### src/rtl/char_write_ctrl.sv
// VT52 char_buffer write sequencer: owns the cursor, takes PUT/SET/CLEAR/NEWLINE requests,
// issues one-cycle buffer writes inside wr_win. Optional CLEAR_ON_WRAP_EN blanks each newly entered row.
module char_write_ctrl #(
  parameter int COLS   = 80,
  parameter int ROWS   = 24,
  parameter int ADDR_W = 11
) (
  input  logic              px_clk,
  input  logic              clr,
  input  logic              wr_win,
  input  logic              req_valid,
  output logic              req_ready,
  input  logic [1:0]        req_cmd,
  input  logic [7:0]        req_char,
  input  logic [4:0]        req_row,
  input  logic [6:0]        req_col,
  output logic              buf_sel,
  output logic              buf_wen,
  output logic [ADDR_W-1:0] buf_waddr,
  output logic [7:0]        buf_din,
  output logic [4:0]        cur_row,
  output logic [6:0]        cur_col,
  output logic              busy
);

  localparam logic [1:0]        CMD_PUT = 2'd0;
  localparam logic [1:0]        CMD_SET = 2'd1;
  localparam logic [1:0]        CMD_CLR = 2'd2;
  localparam logic [1:0]        CMD_NL  = 2'd3;
  localparam logic [4:0]        ROW_MAX = 5'(ROWS - 1);
  localparam logic [6:0]        COL_MAX = 7'(COLS - 1);
  localparam logic [ADDR_W-1:0] LAST    = ADDR_W'(ROWS * COLS - 1);
  localparam logic [7:0]        BLANK   = 8'h20;

`ifdef CLEAR_ON_WRAP_EN
  typedef enum logic [1:0] {IDLE, PUT, CLRSCR, CLRLINE} state_t;
`else
  typedef enum logic [1:0] {IDLE, PUT, CLRSCR} state_t;
`endif

  state_t            state, state_n;
  logic [4:0]        row_n;
  logic [6:0]        col_n;
  logic [ADDR_W-1:0] cur_addr, addr_n, clr_ptr, ptr_n, waddr_n;
  logic [7:0]        char_q, char_n, din_n;
  logic              wen_n, sel_n;

  logic [4:0]        set_row, nl_row;
  logic [6:0]        set_col;
  logic [ADDR_W-1:0] set_addr, nl_addr;
  logic              at_col_end, at_row_end;

  assign req_ready  = (state == IDLE);
  assign busy       = (state != IDLE);
  assign at_col_end = (cur_col == COL_MAX);
  assign at_row_end = (cur_row == ROW_MAX);
  assign set_row    = (req_row > ROW_MAX) ? ROW_MAX : req_row;
  assign set_col    = (req_col > COL_MAX) ? COL_MAX : req_col;
  // Start of the following row, derived from cur_addr without a multiply.
  assign nl_row     = at_row_end ? 5'd0 : cur_row + 5'd1;
  assign nl_addr    = at_row_end ? '0 : cur_addr - ADDR_W'(cur_col) + ADDR_W'(COLS);

  // row*COLS as a constant shift-add, only needed for absolute cursor moves.
  always_comb begin
    set_addr = ADDR_W'(set_col);
    for (int i = 0; i < 8; i++)
      if (COLS[i]) set_addr = set_addr + (ADDR_W'(set_row) << i);
  end

  always_comb begin
    state_n = state;
    row_n   = cur_row;
    col_n   = cur_col;
    addr_n  = cur_addr;
    char_n  = char_q;
    ptr_n   = clr_ptr;
    wen_n   = 1'b0;
    sel_n   = 1'b0;
    waddr_n = buf_waddr;
    din_n   = buf_din;
    case (state)
      IDLE: if (req_valid) begin
        case (req_cmd)
          CMD_PUT: begin
            char_n  = req_char;
            state_n = PUT;
          end
          CMD_SET: begin
            row_n  = set_row;
            col_n  = set_col;
            addr_n = set_addr;
          end
          CMD_CLR: begin
            ptr_n   = '0;
            state_n = CLRSCR;
          end
          default: begin
            row_n  = nl_row;
            col_n  = 7'd0;
            addr_n = nl_addr;
`ifdef CLEAR_ON_WRAP_EN
            ptr_n   = nl_addr;
            state_n = CLRLINE;
`endif
          end
        endcase
      end
      PUT: if (wr_win) begin
        wen_n   = 1'b1;
        sel_n   = 1'b1;
        waddr_n = cur_addr;
        din_n   = char_q;
        state_n = IDLE;
        if (!at_col_end) begin
          col_n  = cur_col + 7'd1;
          addr_n = cur_addr + 1'b1;
        end else begin
          col_n  = 7'd0;
          row_n  = nl_row;
          addr_n = nl_addr;
`ifdef CLEAR_ON_WRAP_EN
          ptr_n   = nl_addr;
          state_n = CLRLINE;
`endif
        end
      end
      CLRSCR: if (wr_win) begin
        wen_n   = 1'b1;
        sel_n   = 1'b1;
        waddr_n = clr_ptr;
        din_n   = BLANK;
        ptr_n   = clr_ptr + 1'b1;
        if (clr_ptr == LAST) begin
          row_n   = 5'd0;
          col_n   = 7'd0;
          addr_n  = '0;
          state_n = IDLE;
        end
      end
`ifdef CLEAR_ON_WRAP_EN
      CLRLINE: if (wr_win) begin
        wen_n   = 1'b1;
        sel_n   = 1'b1;
        waddr_n = clr_ptr;
        din_n   = BLANK;
        ptr_n   = clr_ptr + 1'b1;
        if (clr_ptr == cur_addr + ADDR_W'(COL_MAX)) state_n = IDLE;
      end
`endif
      default: state_n = IDLE;
    endcase
  end

  always_ff @(posedge px_clk or posedge clr) begin
    if (clr) begin
      state     <= IDLE;
      cur_row   <= '0;
      cur_col   <= '0;
      cur_addr  <= '0;
      char_q    <= '0;
      clr_ptr   <= '0;
      buf_wen   <= 1'b0;
      buf_sel   <= 1'b0;
      buf_waddr <= '0;
      buf_din   <= '0;
    end else begin
      state     <= state_n;
      cur_row   <= row_n;
      cur_col   <= col_n;
      cur_addr  <= addr_n;
      char_q    <= char_n;
      clr_ptr   <= ptr_n;
      buf_wen   <= wen_n;
      buf_sel   <= sel_n;
      buf_waddr <= waddr_n;
      buf_din   <= din_n;
    end
  end

endmodule

### config.mk
export PLATFORM = sky130hd
export DESIGN_NAME = char_write_ctrl
export DESIGN_NICKNAME = d
export VERILOG_FILES = /design/src/rtl/char_write_ctrl.sv
export SDC_FILE = /design/constraint.sdc
export NUM_CORES = 1
export LEC_CHECK = 0
export ABC_CLOCK_PERIOD_IN_PS = 5600
export BUFFER_PORTS_ARGS = -buffer_cell sky130_fd_sc_hd__buf_2
export CORE_ASPECT_RATIO = 0.8
export CORE_MARGIN = 2
export CORE_UTILIZATION = 48
export CTS_CLUSTER_DIAMETER = 50
export DETAILED_ROUTE_END_ITERATION = 6
export GPL_TIMING_DRIVEN = 0
export MAX_ROUTING_LAYER = met4
export PLACE_DENSITY = 0.79
export REMOVE_ABC_BUFFERS = 1
export SYNTH_ARGS = -nofsm -noshare
export SYNTH_HDL_FRONTEND = slang
export SYNTH_SLANG_ARGS = --single-unit
### constraint.sdc
create_clock -name px_clk -period 5.6 [get_ports px_clk]
set_clock_uncertainty 0.1 [all_clocks]
set_input_delay 1.12 -clock px_clk [delete_from_list [all_inputs] [get_ports px_clk]]
set_output_delay 1.12 -clock px_clk [all_outputs]
set_load 0.05 [all_outputs]
[Word-level counts from Yosys, hierarchy flattened]
Cells that the tools add are included.
Word-level totals
  input port bits: 26
  output and inout bits: 35
  register bits after elaboration: 64
Operators by class
  $lt $le $gt $ge: 2
  reduce and logical (&&, ||, !) cells: 14
  mux-type cells: 43
  eq/ne operators: 15
  add/sub/neg operators: 8
Operator list (number)
  $mux 11: 11
  $pmux 11 s2: 3
  $mux 7: 6
  $mux 5: 7
  $pmux 11 s3: 1
  $add 11x1->11 const B: 2
  $pmux 7 s3: 1
  $mux 8: 2
  $pmux 8 s2: 1
  $pmux 5 s3: 1
  $pmux 7 s2: 1
  $ne 2x2->1 const B: 6
  $add 10x11->11: 1
  $add 11x7->11 const B: 1
  $eq 11x11->1 const B: 1
  $sub 11x7->11: 1
  $add 7x9->10: 1
  $pmux 5 s2: 1
  $mux 2: 4
  $add 7x1->7 const B: 1
  $eq 7x7->1 const B: 1
  $gt 7x7->1 const B: 1
  $reduce_and 7->1: 1
  $pmux 2 s3: 1
  17 further kinds: 25

[Longest topological paths before layout]
  word-level depth: 7
  depth in mapped cells: 12

[Worst setup path before layout]
No wires, ideal clock.
  kind: input port to flip-flop
  start point: in req_row[4]
  end point: reg cur_addr[9]
  buffers on the path: 1
  arrival: 3337 ps
  setup slack: 2029 ps
  data required time: 5366 ps
  stages: 11
  cell sequence: clkbuf_1 -> a21oi_1 -> fa_1 -> inv_1 -> fa_1 -> a21o_1 -> a21oi_1 -> xor2_1 -> nor2_1 -> a221oi_1 -> o21ai_0
Between the ends
  longest elaborated chain between the ends: 7
RTL lines
  start: declaration: line 15  | input logic [4:0] req_row,
  $gt 5x5->1: line 57  | assign set_row = (req_row > ROW_MAX) ? ROW_MAX : req_row;
  $mux 5 (*): line 57
  $add 7x9->10: line 67  | if (COLS[i]) set_addr = set_addr + (ADDR_W'(set_row) << i);
  $add 10x11->11 (*): line 67
  $pmux 11 s2 (*): line 83  | case (req_cmd)
  $mux 11 (*): line 82  | IDLE: if (req_valid) begin
  $pmux 11 s3 (*): line 81  | case (state)
  end signal: assignment: line 170  | cur_addr <= addr_n;
  end: declaration: line 44  | logic [ADDR_W-1:0] cur_addr, addr_n, clr_ptr, ptr_n, waddr_n;
Every way passes the cells marked *; elsewhere a longest branch is shown, timed or not. The select of a mux whose other input is x is not followed.
A chain may end at the register's enable or synchronous reset.

[Worst setup path after layout]
  start point: reg state[0]
  end point: reg cur_row[1]
Between the ends
  longest elaborated chain between the ends: 3
RTL lines
  start: declaration: line 41  | state_t state, state_n;
  start signal: assignment: line 167  | state <= state_n;
  $eq 2x2->1 (tied with other cells): line 81
  $ne 2x2->1 (no source line) / $reduce_bool 3->1 (equally long branches)
  $reduce_and 7->1 (no source line)
  end signal: assignment: line 168  | cur_row <= row_n;
  end: declaration: line 21  | output logic [4:0] cur_row,
Several ways; a longest one is shown, not always the timed one.

==> impl_metrics.py <==
metrics = {
    "cts": {
        "clk_latency_ns": 0.33,
        "numCtsBuffers": 9,
        "tritoncts": "yes",
        "clock-sinks": 64,
        "cts_resized": 0,
        "postCtsSetupRepairBufs": 0,
        "clockBufferDepth": 2,
        "htreeDepth": 3,
        "clock-root-buffer": "clkbuf_16",
        "cts_hold_buf": 0,
        "clk_pin_slew_worst_paths_ns": 0.06,
    },
    "synth": {
        "synth_edf_count": 0,
        "yosysWarningCount": 0,
        "yosys.area.top_type": "dfrtp_1",
        "yosys.area.top_type_share_pct": 36.99,
        "synth_compound_area_share_pct": 19.19,
        "synth-seq-cells": 64,
        "synthAdderAreaFrac_pct": 11.50,
        "synthSimpleGateAreaFrac_pct": 18.38,
        "netlist_instances": 484,
        "synthTopCellsByArea": "dfrtp_1, ha_1, o21ai_0",
        "synth_xor_area_share_pct": 3.439,
        "synth_top_family_by_area": "compound AO/OA/AOI/OAI gates",
        "synthMuxAreaShare_pct": 5.607,
        "ys_types": 59,
        "synth-async-reset-ratio_pct": 100.0,
        "synth_area_sq_um": 4329,
        "synth_seq_area_share_pct": 36.99,
        "synth_ff_type": "dfrtp_1",
        "avgSynthCellArea_sq_um": 8.945,
    },
    "drt": {
        "via_count": 3845,
        "drt_iter0_drc": 368,
        "ant_nets": 0,
        "viasPerCell": 5.897,
        "drt_first_pass_iters": 7,
        "wl_per_cell_um": 16.54,
        "drc": 0,
        "wirelength_um": 10790,
    },
    "worst_setup_path": {
        "critPathCapture": "cur_row[1]",
        "worst_r2r_path_depth": 6,
        "crit_start": "state[0]",
        "crit_arrival_ns": 3.67,
        "critPathMaxFanout": 31,
        "end_kind": "flop",
        "reg2reg_to": "cur_row[1]",
        "start_kind": "flop",
        "r2r_start": "state[0]",
        "criticalPathCategory": "reg2reg",
        "required_ns": 5.72,
        "r2r_setup_slack_ns": 2.05,
    },
    "finish": {
        "num_antenna_cells": 0,
        "fillers": 764,
        "fin_nets": 599,
        "synthToLayoutAreaGrowth_pct": 16.36,
        "drive_above_1_share_pct": 17.41,
        "final_cell_mix": "dfrtp_1, buf_2, o21ai_0, nand2_1, ha_1",
        "final_common_cell": "dfrtp_1",
        "layout.cells.non_filler": 652,
    },
    "die": {
        "start_util_pct": 50.14,
        "die_w_um": 110.2,
        "die_area_sq_um": 9799,
        "ios": 61,
        "core_sq_um": 8633,
        "fp-row-count": 30,
        "die_y_um": 88.94,
    },
    "grt": {
        "track_usage_pct": 23.82,
        "grt_pass1_vias": 3624,
        "antenna_found_initial": 0,
        "gr-total-overflow": 0,
        "grt_first_pass_wirelength_um": 17680,
        "grt_max_degree": 37,
    },
    "power": {
        "ir_worst_vdd_uv": 313.4,
        "p_leak_uw": 0.002367,
        "internal_power_uw": 1692,
        "combPwrFrac_pct": 56.6,
        "pwr-share-seq_pct": 24.8,
        "power.switching_uw": 1596,
        "power_frac_clock_pct": 18.6,
        "pwr_density_cell_nw_per_um2": 652.7,
        "swShare_pct": 48.54,
        "power_uw": 3288,
    },
    "job": {
        "maxCapViolCount": 0,
    },
    "worst_hold_path": {
        "hold_start": "buf_din[1]",
        "hp-class": "reg2reg",
    },
    "sta": {
        "hold_viol": 0,
        "layout_setup_ws_ns": 2.050,
        "setup_tns_ns": 0,
        "fin_crit_sh_pct": 63.38,
        "worstMarginPinSlew_ns": 1.258,
        "finalSetupViolations": 0,
        "max_freq_mhz": 281.7,
        "final_max_slew_viol_count": 0,
        "slew-limit-headroom_pct": 15.73,
        "rsz0062_at_grt": "no",
        "period_needed_ns": 3.550,
    },
    "placed_design": {
        "dp_slack_ns": 1.884,
        "dp.cells": 636,
        "place_congestion": 0.9281,
        "dp_hpwl_um": 7781,
        "io_buffers": 60,
    },
    "outcome": {
        "status": "finished, final reports clean",
    },
}
## worst min-delay path by stage
stage / cells after the start / slack, ns / endpoint
6_report: 2 / 0.37 / buf_din[1]
5_1_grt: 2 / 0.40 / buf_waddr[5]
4_1_cts: 2 / 0.38 / buf_waddr[5]
3_5_place_dp: 2 / 0.37 / buf_waddr[5]
3_3_place_gp: 2 / 0.35 / buf_din[4]
2_1_floorplan: 1 / 0.38 / char_q[5]
## cells in the mapped netlist, drive strengths merged, types with 9 or more instances
| cell | n |
|---|---|
| ha | 35 |
| clkbuf | 16 |
| inv | 28 |
| xnor2 | 10 |
| a21oi | 30 |
| a21o | 10 |
| nand2 | 45 |
| o21ai | 58 |
| mux2i | 13 |
| nor2 | 31 |
| nand2b | 13 |
| mux2 | 10 |
| nor2b | 9 |
| dfrtp | 64 |
| nand3 | 17 |
## registers in the layout, summed over array words and instances (netlist names)
register,cells
buf_wen,1
cur_addr,11
buf_waddr,11
cur_row,5
clr_ptr,11
char_q,8
buf_din,8
state,2
cur_col,7
## layout make-up
cell class / instances / area [sq um] / area share, %
Sequential cell: 64 / 1602 / 31.79
Tap cell: 112 / 140.1 / 2.782
Clock inverter: 5 / 80.08 / 1.590
Multi-Input combinational cell: 370 / 2520 / 50.02
Timing Repair Buffer: 62 / 347.8 / 6.905
Inverter: 28 / 105.1 / 2.086
Clock buffer: 11 / 242.7 / 4.819
## routing by layer
layer	wire length, um	vias to the layer above	track usage (%)	part of all wire [%]
li1	-	1833	-	-
met1	4982	1843	33.06	46
met2	4911	152	35.64	46
met3	736	17	5.029	6.8
met4	157	0	6.250	1.5
met5	0	-	-	0
## cells by family after synthesis
| group | after synthesis |
|---|---|
| adder cells (fa/ha/maj) | 38 |
| XOR/XNOR | 17 |
| AO/OA/AOI/OAI | 136 |
| AND/OR/NAND/NOR | 156 |
| flip-flops | 64 |
| buffers and inverters | 50 |
| multiplexers | 23 |
## stage by stage
stage	cell area, sq um	util, %	hold WS, ns
after floorplan	4223	-	0.3814
after global placement	4663	54.01	0.3550
after detailed placement	4715	54.61	0.3657
after CTS	5037	58.35	0.3784
after global routing	5037	58.35	0.4024
final	5037	58.35	0.3718
## power by group through the flow
stage          clock network (uW)  registers, uW  logic (uW)
2_1_floorplan                   0           1110        1090
3_3_place_gp                    0            806        1760
3_5_place_dp                    0            814        1830
4_1_cts                       613            810        1840
5_1_grt                       634            841        2030
6_report                      613            814        1860
## critical path, stage by stage (launching register included)
cell and delay [ns]:
dfrtp_1 0.40, inv_1 0.11, ha_1 0.95, a21oi_1 0.20
o21ai_2 0.98, a21o_1 0.30, mux2_2 0.37
No activity file was read; power rests on OpenSTA's default activity.
